===== src/rtl/mac_pkg.sv =====
// ---------------------------------------------------------------------------
// mac_pkg
// Shared definitions for the dot-product accumulator slice:
//   state_t          - two-state group FSM encoding (ACCUM, DONE)
//   DEFAULT_N_TERMS  - default number of products summed per group
//   DEFAULT_ACC_W    - default accumulator / result width
//   CNT_W            - term counter width (covers N_TERMS up to 255)
//   PROD_W           - width of one 8x8 unsigned product
// ---------------------------------------------------------------------------
package mac_pkg;

  typedef enum logic {
    ACCUM = 1'b0,
    DONE  = 1'b1
  } state_t;

  localparam int DEFAULT_N_TERMS = 4;
  localparam int DEFAULT_ACC_W   = 20;
  localparam int CNT_W           = 8;
  localparam int PROD_W          = 16;

endpackage


===== src/rtl/dot_product_accumulator_mult.sv =====
// ---------------------------------------------------------------------------
// Multiplier8x8
// Purely combinational unsigned 8x8 multiplier.
// Ports:
//   A  in  [7:0]   unsigned multiplicand
//   B  in  [7:0]   unsigned multiplier
//   P  out [15:0]  full-width unsigned product A*B
// ---------------------------------------------------------------------------
module Multiplier8x8 (
  input  logic [7:0]  A,
  input  logic [7:0]  B,
  output logic [15:0] P
);

  // Both operands are widened first so the product is formed at full width.
  assign P = 16'(A) * 16'(B);

endmodule


===== src/rtl/dot_product_accumulator.sv =====
// ---------------------------------------------------------------------------
// dot_product_accumulator
// Sums groups of unsigned 8x8 products. A group closes after N_TERMS accepted
// terms or on an accepted term flagged in_last, whichever comes first. The
// saturated sum and a sticky overflow flag are then held until the
// downstream consumer takes them.
// Parameters:
//   N_TERMS  products per group (1..255)
//   ACC_W    accumulator / result width (16..32)
// Ports:
//   clk        in   sole clock, rising edge
//   rst_n      in   asynchronous active-low reset
//   in_a/in_b  in   8-bit unsigned operands of the current term
//   in_valid   in   term inputs are valid
//   in_last    in   current term closes the group early
//   in_ready   out  a term is accepted this cycle
//   clear      in   synchronous abort of the partial group (ignored in DONE)
//   out_sum    out  group sum (saturated at 2^ACC_W-1)
//   out_ovf    out  group sum saturated
//   out_valid  out  out_sum/out_ovf hold a completed group
//   out_ready  in   downstream consumes the result
// ---------------------------------------------------------------------------
module dot_product_accumulator
  import mac_pkg::*;
#(
  parameter int N_TERMS = DEFAULT_N_TERMS,
  parameter int ACC_W   = DEFAULT_ACC_W
) (
  input  logic             clk,
  input  logic             rst_n,
  input  logic [7:0]       in_a,
  input  logic [7:0]       in_b,
  input  logic             in_valid,
  input  logic             in_last,
  output logic             in_ready,
  input  logic             clear,
  output logic [ACC_W-1:0] out_sum,
  output logic             out_ovf,
  output logic             out_valid,
  input  logic             out_ready
);

  state_t             state, state_next;
  logic [ACC_W-1:0]   acc, acc_next;
  logic [CNT_W-1:0]   cnt, cnt_next;
  logic               ovf, ovf_next;

  logic [PROD_W-1:0]  product;
  logic [ACC_W:0]     sum_wide;
  logic               accept;
  logic               group_end;

  Multiplier8x8 u_mult (
    .A (in_a),
    .B (in_b),
    .P (product)
  );

  // One extra bit on the adder exposes the carry out, which is exactly the
  // "true sum exceeds the accumulator range" condition used for saturation.
  assign sum_wide = {1'b0, acc} + (ACC_W+1)'(product);

  // A term is only taken in ACCUM; an abort in the same cycle drops it.
  assign accept = (state == ACCUM) && in_valid && !clear;

  // The counter is compared in 9 bits so N_TERMS = 255 still matches after
  // the increment without wrapping.
  assign group_end = accept &&
                     (in_last || (({1'b0, cnt} + 9'd1) == 9'(N_TERMS)));

  // Next-state and output logic: everything holds by default, accepts fold
  // the product in with saturation, and the output handshake returns the
  // block to an empty ACCUM group.
  always_comb begin
    state_next = state;
    acc_next   = acc;
    cnt_next   = cnt;
    ovf_next   = ovf;
    in_ready   = 1'b0;
    out_valid  = 1'b0;

    case (state)
      ACCUM: begin
        in_ready = 1'b1;
        if (clear) begin
          acc_next = '0;
          cnt_next = '0;
          ovf_next = 1'b0;
        end else if (accept) begin
          cnt_next = cnt + 8'd1;
          if (sum_wide[ACC_W]) begin
            acc_next = '1;
            ovf_next = 1'b1;
          end else begin
            acc_next = sum_wide[ACC_W-1:0];
          end
          if (group_end) begin
            state_next = DONE;
          end
        end
      end

      DONE: begin
        out_valid = 1'b1;
        if (out_ready) begin
          acc_next   = '0;
          cnt_next   = '0;
          ovf_next   = 1'b0;
          state_next = ACCUM;
        end
      end

      default: begin
        state_next = ACCUM;
      end
    endcase
  end

  // All state lives in this single register process; reset takes effect
  // immediately, independent of the clock.
  always_ff @(posedge clk or negedge rst_n) begin
    if (!rst_n) begin
      state <= ACCUM;
      acc   <= '0;
      cnt   <= '0;
      ovf   <= 1'b0;
    end else begin
      state <= state_next;
      acc   <= acc_next;
      cnt   <= cnt_next;
      ovf   <= ovf_next;
    end
  end

  assign out_sum = acc;
  assign out_ovf = ovf;

endmodule


===== config.mk =====
export PLATFORM = sky130hd
export DESIGN_NAME = dot_product_accumulator
export DESIGN_NICKNAME = d
export VERILOG_FILES = /design/src/rtl/mac_pkg.sv /design/src/rtl/dot_product_accumulator_mult.sv /design/src/rtl/dot_product_accumulator.sv
export SDC_FILE = /design/constraint.sdc
export NUM_CORES = 1
export LEC_CHECK = 0
export ABC_AREA = 1
export CORE_ASPECT_RATIO = 1.25
export CORE_MARGIN = 1
export CORE_UTILIZATION = 60
export CTS_BUF_LIST = sky130_fd_sc_hd__clkbuf_8
export CTS_CLUSTER_DIAMETER = 100
export DETAILED_ROUTE_END_ITERATION = 8
export HOLD_SLACK_MARGIN = 0.05
export PLACE_DENSITY = 0.85
export SETUP_SLACK_MARGIN = 0.1
export SYNTH_ARGS = -nofsm -noshare
export SYNTH_HDL_FRONTEND = slang
export SYNTH_SLANG_ARGS = --single-unit

===== constraint.sdc =====
create_clock -name clk -period 4.3 [get_ports clk]
set_clock_uncertainty 0.2 [all_clocks]
set_input_delay 1.29 -clock clk [delete_from_list [all_inputs] [get_ports clk]]
set_output_delay 1.29 -clock clk [all_outputs]
set_load 0.02 [all_outputs]

==> run_summary.xml, run 1 <==
<?xml version="1.0" encoding="UTF-8"?>
<metrics>
  <group name="outcome">
    <metric name="run_status" unit="">finished, violations left</metric>
    <metric name="violations" unit="">setup timing</metric>
  </group>
  <group name="flow_run">
    <metric name="max_cap_viol_count" unit="">0</metric>
  </group>
  <group name="critical_path">
    <metric name="critical_path_required" unit="ps">4280</metric>
    <metric name="slowest_stage" unit="">sky130_fd_sc_hd__fa_1</metric>
    <metric name="cpPeakStageDelay" unit="ps">570</metric>
    <metric name="criticalPathCategory" unit="">in -&gt; reg</metric>
    <metric name="crit_path_max_fanout" unit="">6</metric>
    <metric name="critical_path.cell_chain" unit="">buf_6, nand2_2, inv_1, fa_1, fa_1, fa_1, inv_2, fa_1, inv_2, ha_4, nand2_1, nor2_1, nand3_1, nand2_2, nand2_2, nand2_1, nand2_1, nand2_2, nand2_4, nand2_1, nand2_1</metric>
    <metric name="cp.arrival" unit="ps">4900</metric>
    <metric name="cp-start-kind" unit="">input port</metric>
    <metric name="critical-path-top-cell-by-count" unit="">sky130_fd_sc_hd__nand2_1</metric>
    <metric name="critPathCaptureType" unit="">flip-flop</metric>
  </group>
  <group name="cells_and_area">
    <metric name="multi_input_combinational_cell_area" unit="sq um">3310</metric>
    <metric name="seq_area" unit="sq um">751</metric>
    <metric name="antennaDiodeCount" unit="">0</metric>
    <metric name="drive_above_1_share" unit="">0.257</metric>
    <metric name="fillCellCount" unit="">416</metric>
    <metric name="num-nets-final" unit="">836</metric>
    <metric name="finalCoreUtilization" unit="">0.814</metric>
    <metric name="design_area" unit="sq um">5790</metric>
    <metric name="areaGrowthSynthToFinish" unit="%">29.3</metric>
  </group>
  <group name="placed_design">
    <metric name="gp_congestion" unit="">0.946</metric>
    <metric name="placedInstanceArea" unit="sq um">5410</metric>
    <metric name="portBuffers" unit="">44</metric>
    <metric name="hpwlAfterDp" unit="um">9070</metric>
  </group>
  <group name="timing">
    <metric name="max_freq" unit="MHz">203</metric>
    <metric name="final-setup-viol-count" unit="">21</metric>
    <metric name="final.period_utilization" unit="">1.14</metric>
    <metric name="slew_viol_final" unit="">0</metric>
    <metric name="setup-tns-final" unit="ps">-11950</metric>
    <metric name="slew_headroom" unit="">0.342</metric>
    <metric name="timing.final.ws_setup" unit="ps">-619</metric>
    <metric name="worst_hold_slack" unit="ps">314</metric>
    <metric name="final_critical_path_time_including_i_o_delays_and_setup" unit="ps">4920</metric>
    <metric name="final_hold_viol_count" unit="">0</metric>
    <metric name="timing_worst_slew_pin_value" unit="ps">985</metric>
    <metric name="rsz0062_at_grt" unit="">yes</metric>
  </group>
  <group name="drt">
    <metric name="drt-wirelength-per-cell" unit="um">14.9</metric>
    <metric name="first_pass_iters" unit="">5</metric>
    <metric name="detailedRoute.firstIterationViolations" unit="">152</metric>
    <metric name="route.antenna.remaining_nets" unit="">0</metric>
    <metric name="post_detailed_routing_wire_length" unit="um">12100</metric>
    <metric name="vias" unit="">4255</metric>
    <metric name="ratio_of_routed_vias_to_standard_cells" unit="">5.23</metric>
    <metric name="drc_errors" unit="">0</metric>
  </group>
  <group name="synth">
    <metric name="synth-async-reset-ratio" unit="">1.00</metric>
    <metric name="synth_enable_flop_cells" unit="">0</metric>
    <metric name="syn-num-nets" unit="">757</metric>
    <metric name="synth_largest_type_area_fraction" unit="">0.224</metric>
    <metric name="dominantRegCellSynth" unit="">sky130_fd_sc_hd__dfrtp_1</metric>
    <metric name="ys_warn_count" unit="">0</metric>
    <metric name="yosysUniqueCellTypes" unit="">34</metric>
    <metric name="seq_area_frac_synth" unit="">0.168</metric>
    <metric name="synth.area.top_cells" unit="">sky130_fd_sc_hd__fa_1 (22%), sky130_fd_sc_hd__nand2_1 (20%), sky130_fd_sc_hd__dfrtp_1 (17%), sky130_fd_sc_hd__inv_1 (14%), sky130_fd_sc_hd__ha_1 (12%)</metric>
    <metric name="synth_area_per_cell" unit="sq um">6.96</metric>
    <metric name="synth_register_bits" unit="">30</metric>
    <metric name="synthesis.area" unit="sq um">4470</metric>
    <metric name="syn_inst" unit="">643</metric>
    <metric name="synth_top_area_cell" unit="">sky130_fd_sc_hd__fa_1</metric>
  </group>
  <group name="die">
    <metric name="placeableCoreArea" unit="sq um">7100</metric>
    <metric name="pin_count" unit="">45</metric>
    <metric name="initial_utilization" unit="">0.630</metric>
    <metric name="die-height" unit="um">98.5</metric>
    <metric name="die-area" unit="sq um">7810</metric>
    <metric name="die-width" unit="um">79.2</metric>
    <metric name="row_count" unit="">34</metric>
  </group>
  <group name="clocking">
    <metric name="cts_tree" unit="">yes</metric>
    <metric name="num_clock_sinks" unit="">30</metric>
    <metric name="max-clock-path-buffers" unit="">2</metric>
    <metric name="cts_inserted_buffers" unit="">5</metric>
    <metric name="worst_skew_pair.late_latency" unit="ps">290</metric>
    <metric name="hold_buffers" unit="">0</metric>
    <metric name="cts_root_buffer" unit="">sky130_fd_sc_hd__clkbuf_8</metric>
    <metric name="cts_htree_levels" unit="">2</metric>
    <metric name="clk_pin_slew" unit="ps">70</metric>
  </group>
  <group name="power">
    <metric name="power.density_cell_area" unit="nW/um^2">684</metric>
    <metric name="power.ir.vdd_worst" unit="uV">429</metric>
    <metric name="power.leakage" unit="nW">3.45</metric>
    <metric name="total_power" unit="W">0.00396</metric>
  </group>
  <group name="grt">
    <metric name="globalRouteOverflowTotal" unit="">0</metric>
    <metric name="pin_count_of_the_biggest_net_entering_global_routing" unit="">31</metric>
    <metric name="grtUsageTotal" unit="">0.323</metric>
    <metric name="wire_length_of_the_first_global_routing_pass" unit="um">19600</metric>
    <metric name="grt_antenna_before_repair" unit="">0</metric>
    <metric name="grt_pass1_vias" unit="">4500</metric>
  </group>
  <group name="hold_path">
    <metric name="timing.hold.worst.class" unit="">reg -&gt; reg</metric>
  </group>
</metrics>
[final timing paths]
| kind | slack, ps | end | start | depth (start not counted) |
|---|---|---|---|---|
| setup / recovery | -620 | out_sum[15]$_DFFE_PN0P_ | in_a[2] | 21 |
| hold / removal | 310 | out_sum[2]$_DFFE_PN0P_ | out_sum[2]$_DFFE_PN0P_ | 2 |
| setup reg to reg | 40 | out_sum[7]$_DFFE_PN0P_ | out_sum[6]$_DFFE_PN0P_ | 20 |
| hold reg to reg | 310 | out_sum[2]$_DFFE_PN0P_ | out_sum[2]$_DFFE_PN0P_ | 2 |
| max in group asynchronous | 2410 | out_sum[16]$_DFFE_PN0P_ | rst_n | 2 |
| min in group asynchronous | 1190 | cnt[7]$_DFFE_PN0P_ | rst_n | 2 |
[worst max-delay path: cells and delay by family]
family | cells | cell delay, ps
adders and majority gates | 5 | 2380
and+or+nand+nor | 12 | 960
buffers and inverters | 4 | 260
[power breakdown]
group,leakage (nW),internal (W),switching (W)
sequential,0.409,0.000331,0.0000451
combinational,2.99,0.00148,0.00185
clock,0.0472,0.000129,0.000123
total,3.45,0.00194,0.00202
[cells in the final DEF, fill, tap and decap left out, drive strengths merged]
cell,netlist,routed
dfrtp,30,30
nand3b,4,4
clkdlybuf4s50,0,28
ha,42,42
nand2,239,239
o31ai,1,1
clkbuf,16,6
clkinvlp,0,1
o21ai,20,20
xnor2,2,2
nor3,4,4
inv,174,174
fa,50,50
clkinv,0,1
nor2,18,18
a22o,2,2
or2,1,1
buf,5,65
nand4,2,2
nand3,14,14
xor2,9,9
a21oi,8,8
nor3b,1,1
and2,1,1
[timing repair]
action / 4_1_cts / 5_1_grt
resized for setup: 112 / 79
pin swaps: 41 / 52
buffers inserted: 2 / 4
gates cloned: 0 / 0
setup endpoints to repair: 21 / 21
[sequential cells by signal, summed over array words and instances (netlist names)]
register,cells
state,1
cnt,8
out_ovf,1
out_sum,20
[metal layers]
layer	vias up	share of wire	global-route usage
met2	162	0.54	0.592
met5	-	0	0
met1	2022	0.37	0.351
met3	62	0.038	0.0333
met4	0	0.051	0.197
li1	2009	-	-
[cell usage after synthesis, types with 3 or more instances]
library cell / count
sky130_fd_sc_hd__nand2_1: 234
sky130_fd_sc_hd__ha_1: 42
sky130_fd_sc_hd__o21ai_2: 3
sky130_fd_sc_hd__dfrtp_1: 30
sky130_fd_sc_hd__xor2_1: 9
sky130_fd_sc_hd__nand3_1: 12
sky130_fd_sc_hd__fa_1: 50
sky130_fd_sc_hd__o21ai_0: 10
sky130_fd_sc_hd__nand3b_1: 4
sky130_fd_sc_hd__a21oi_1: 7
sky130_fd_sc_hd__nor3_1: 3
sky130_fd_sc_hd__nand2_2: 4
sky130_fd_sc_hd__nor2_1: 16
sky130_fd_sc_hd__clkbuf_1: 16
sky130_fd_sc_hd__inv_1: 172
sky130_fd_sc_hd__o21ai_1: 7
[cell type report]
cell class              instances  area share
multi-input cells             418       0.572
repair buffers                 93       0.148
flip-flops and latches         30       0.130
inverters                     174       0.114
well taps                      90      0.0195
clock buffers                   6      0.0143
clock inverters                 2     0.00216
[through the flow]
step | setup slack, ps | instances
6_report | -619 | 813
5_1_grt | -857 | 813
4_1_cts | -607 | 810
3_5_place_dp | -1470 | 800
3_3_place_gp | -1380 | 800
2_1_floorplan | -634 | 643
[kinds of logic after synthesis]
group	after synthesis	synth area share
AND/OR/NAND/NOR	284	0.261
flip-flops	30	0.168
buffers and inverters	195	0.168
adder cells (fa/ha/maj)	92	0.341
AO/OA/AOI/OAI	31	0.0403
XOR/XNOR	11	0.0215
(Power assumes the default switching activity.)
==> inputs of run 2 (changes only) <==
TNS_END_PERCENT = 100   (was unset)
==> results of run 2 <==
No change in the layout: final DEF, timing and power equal those of run 1.
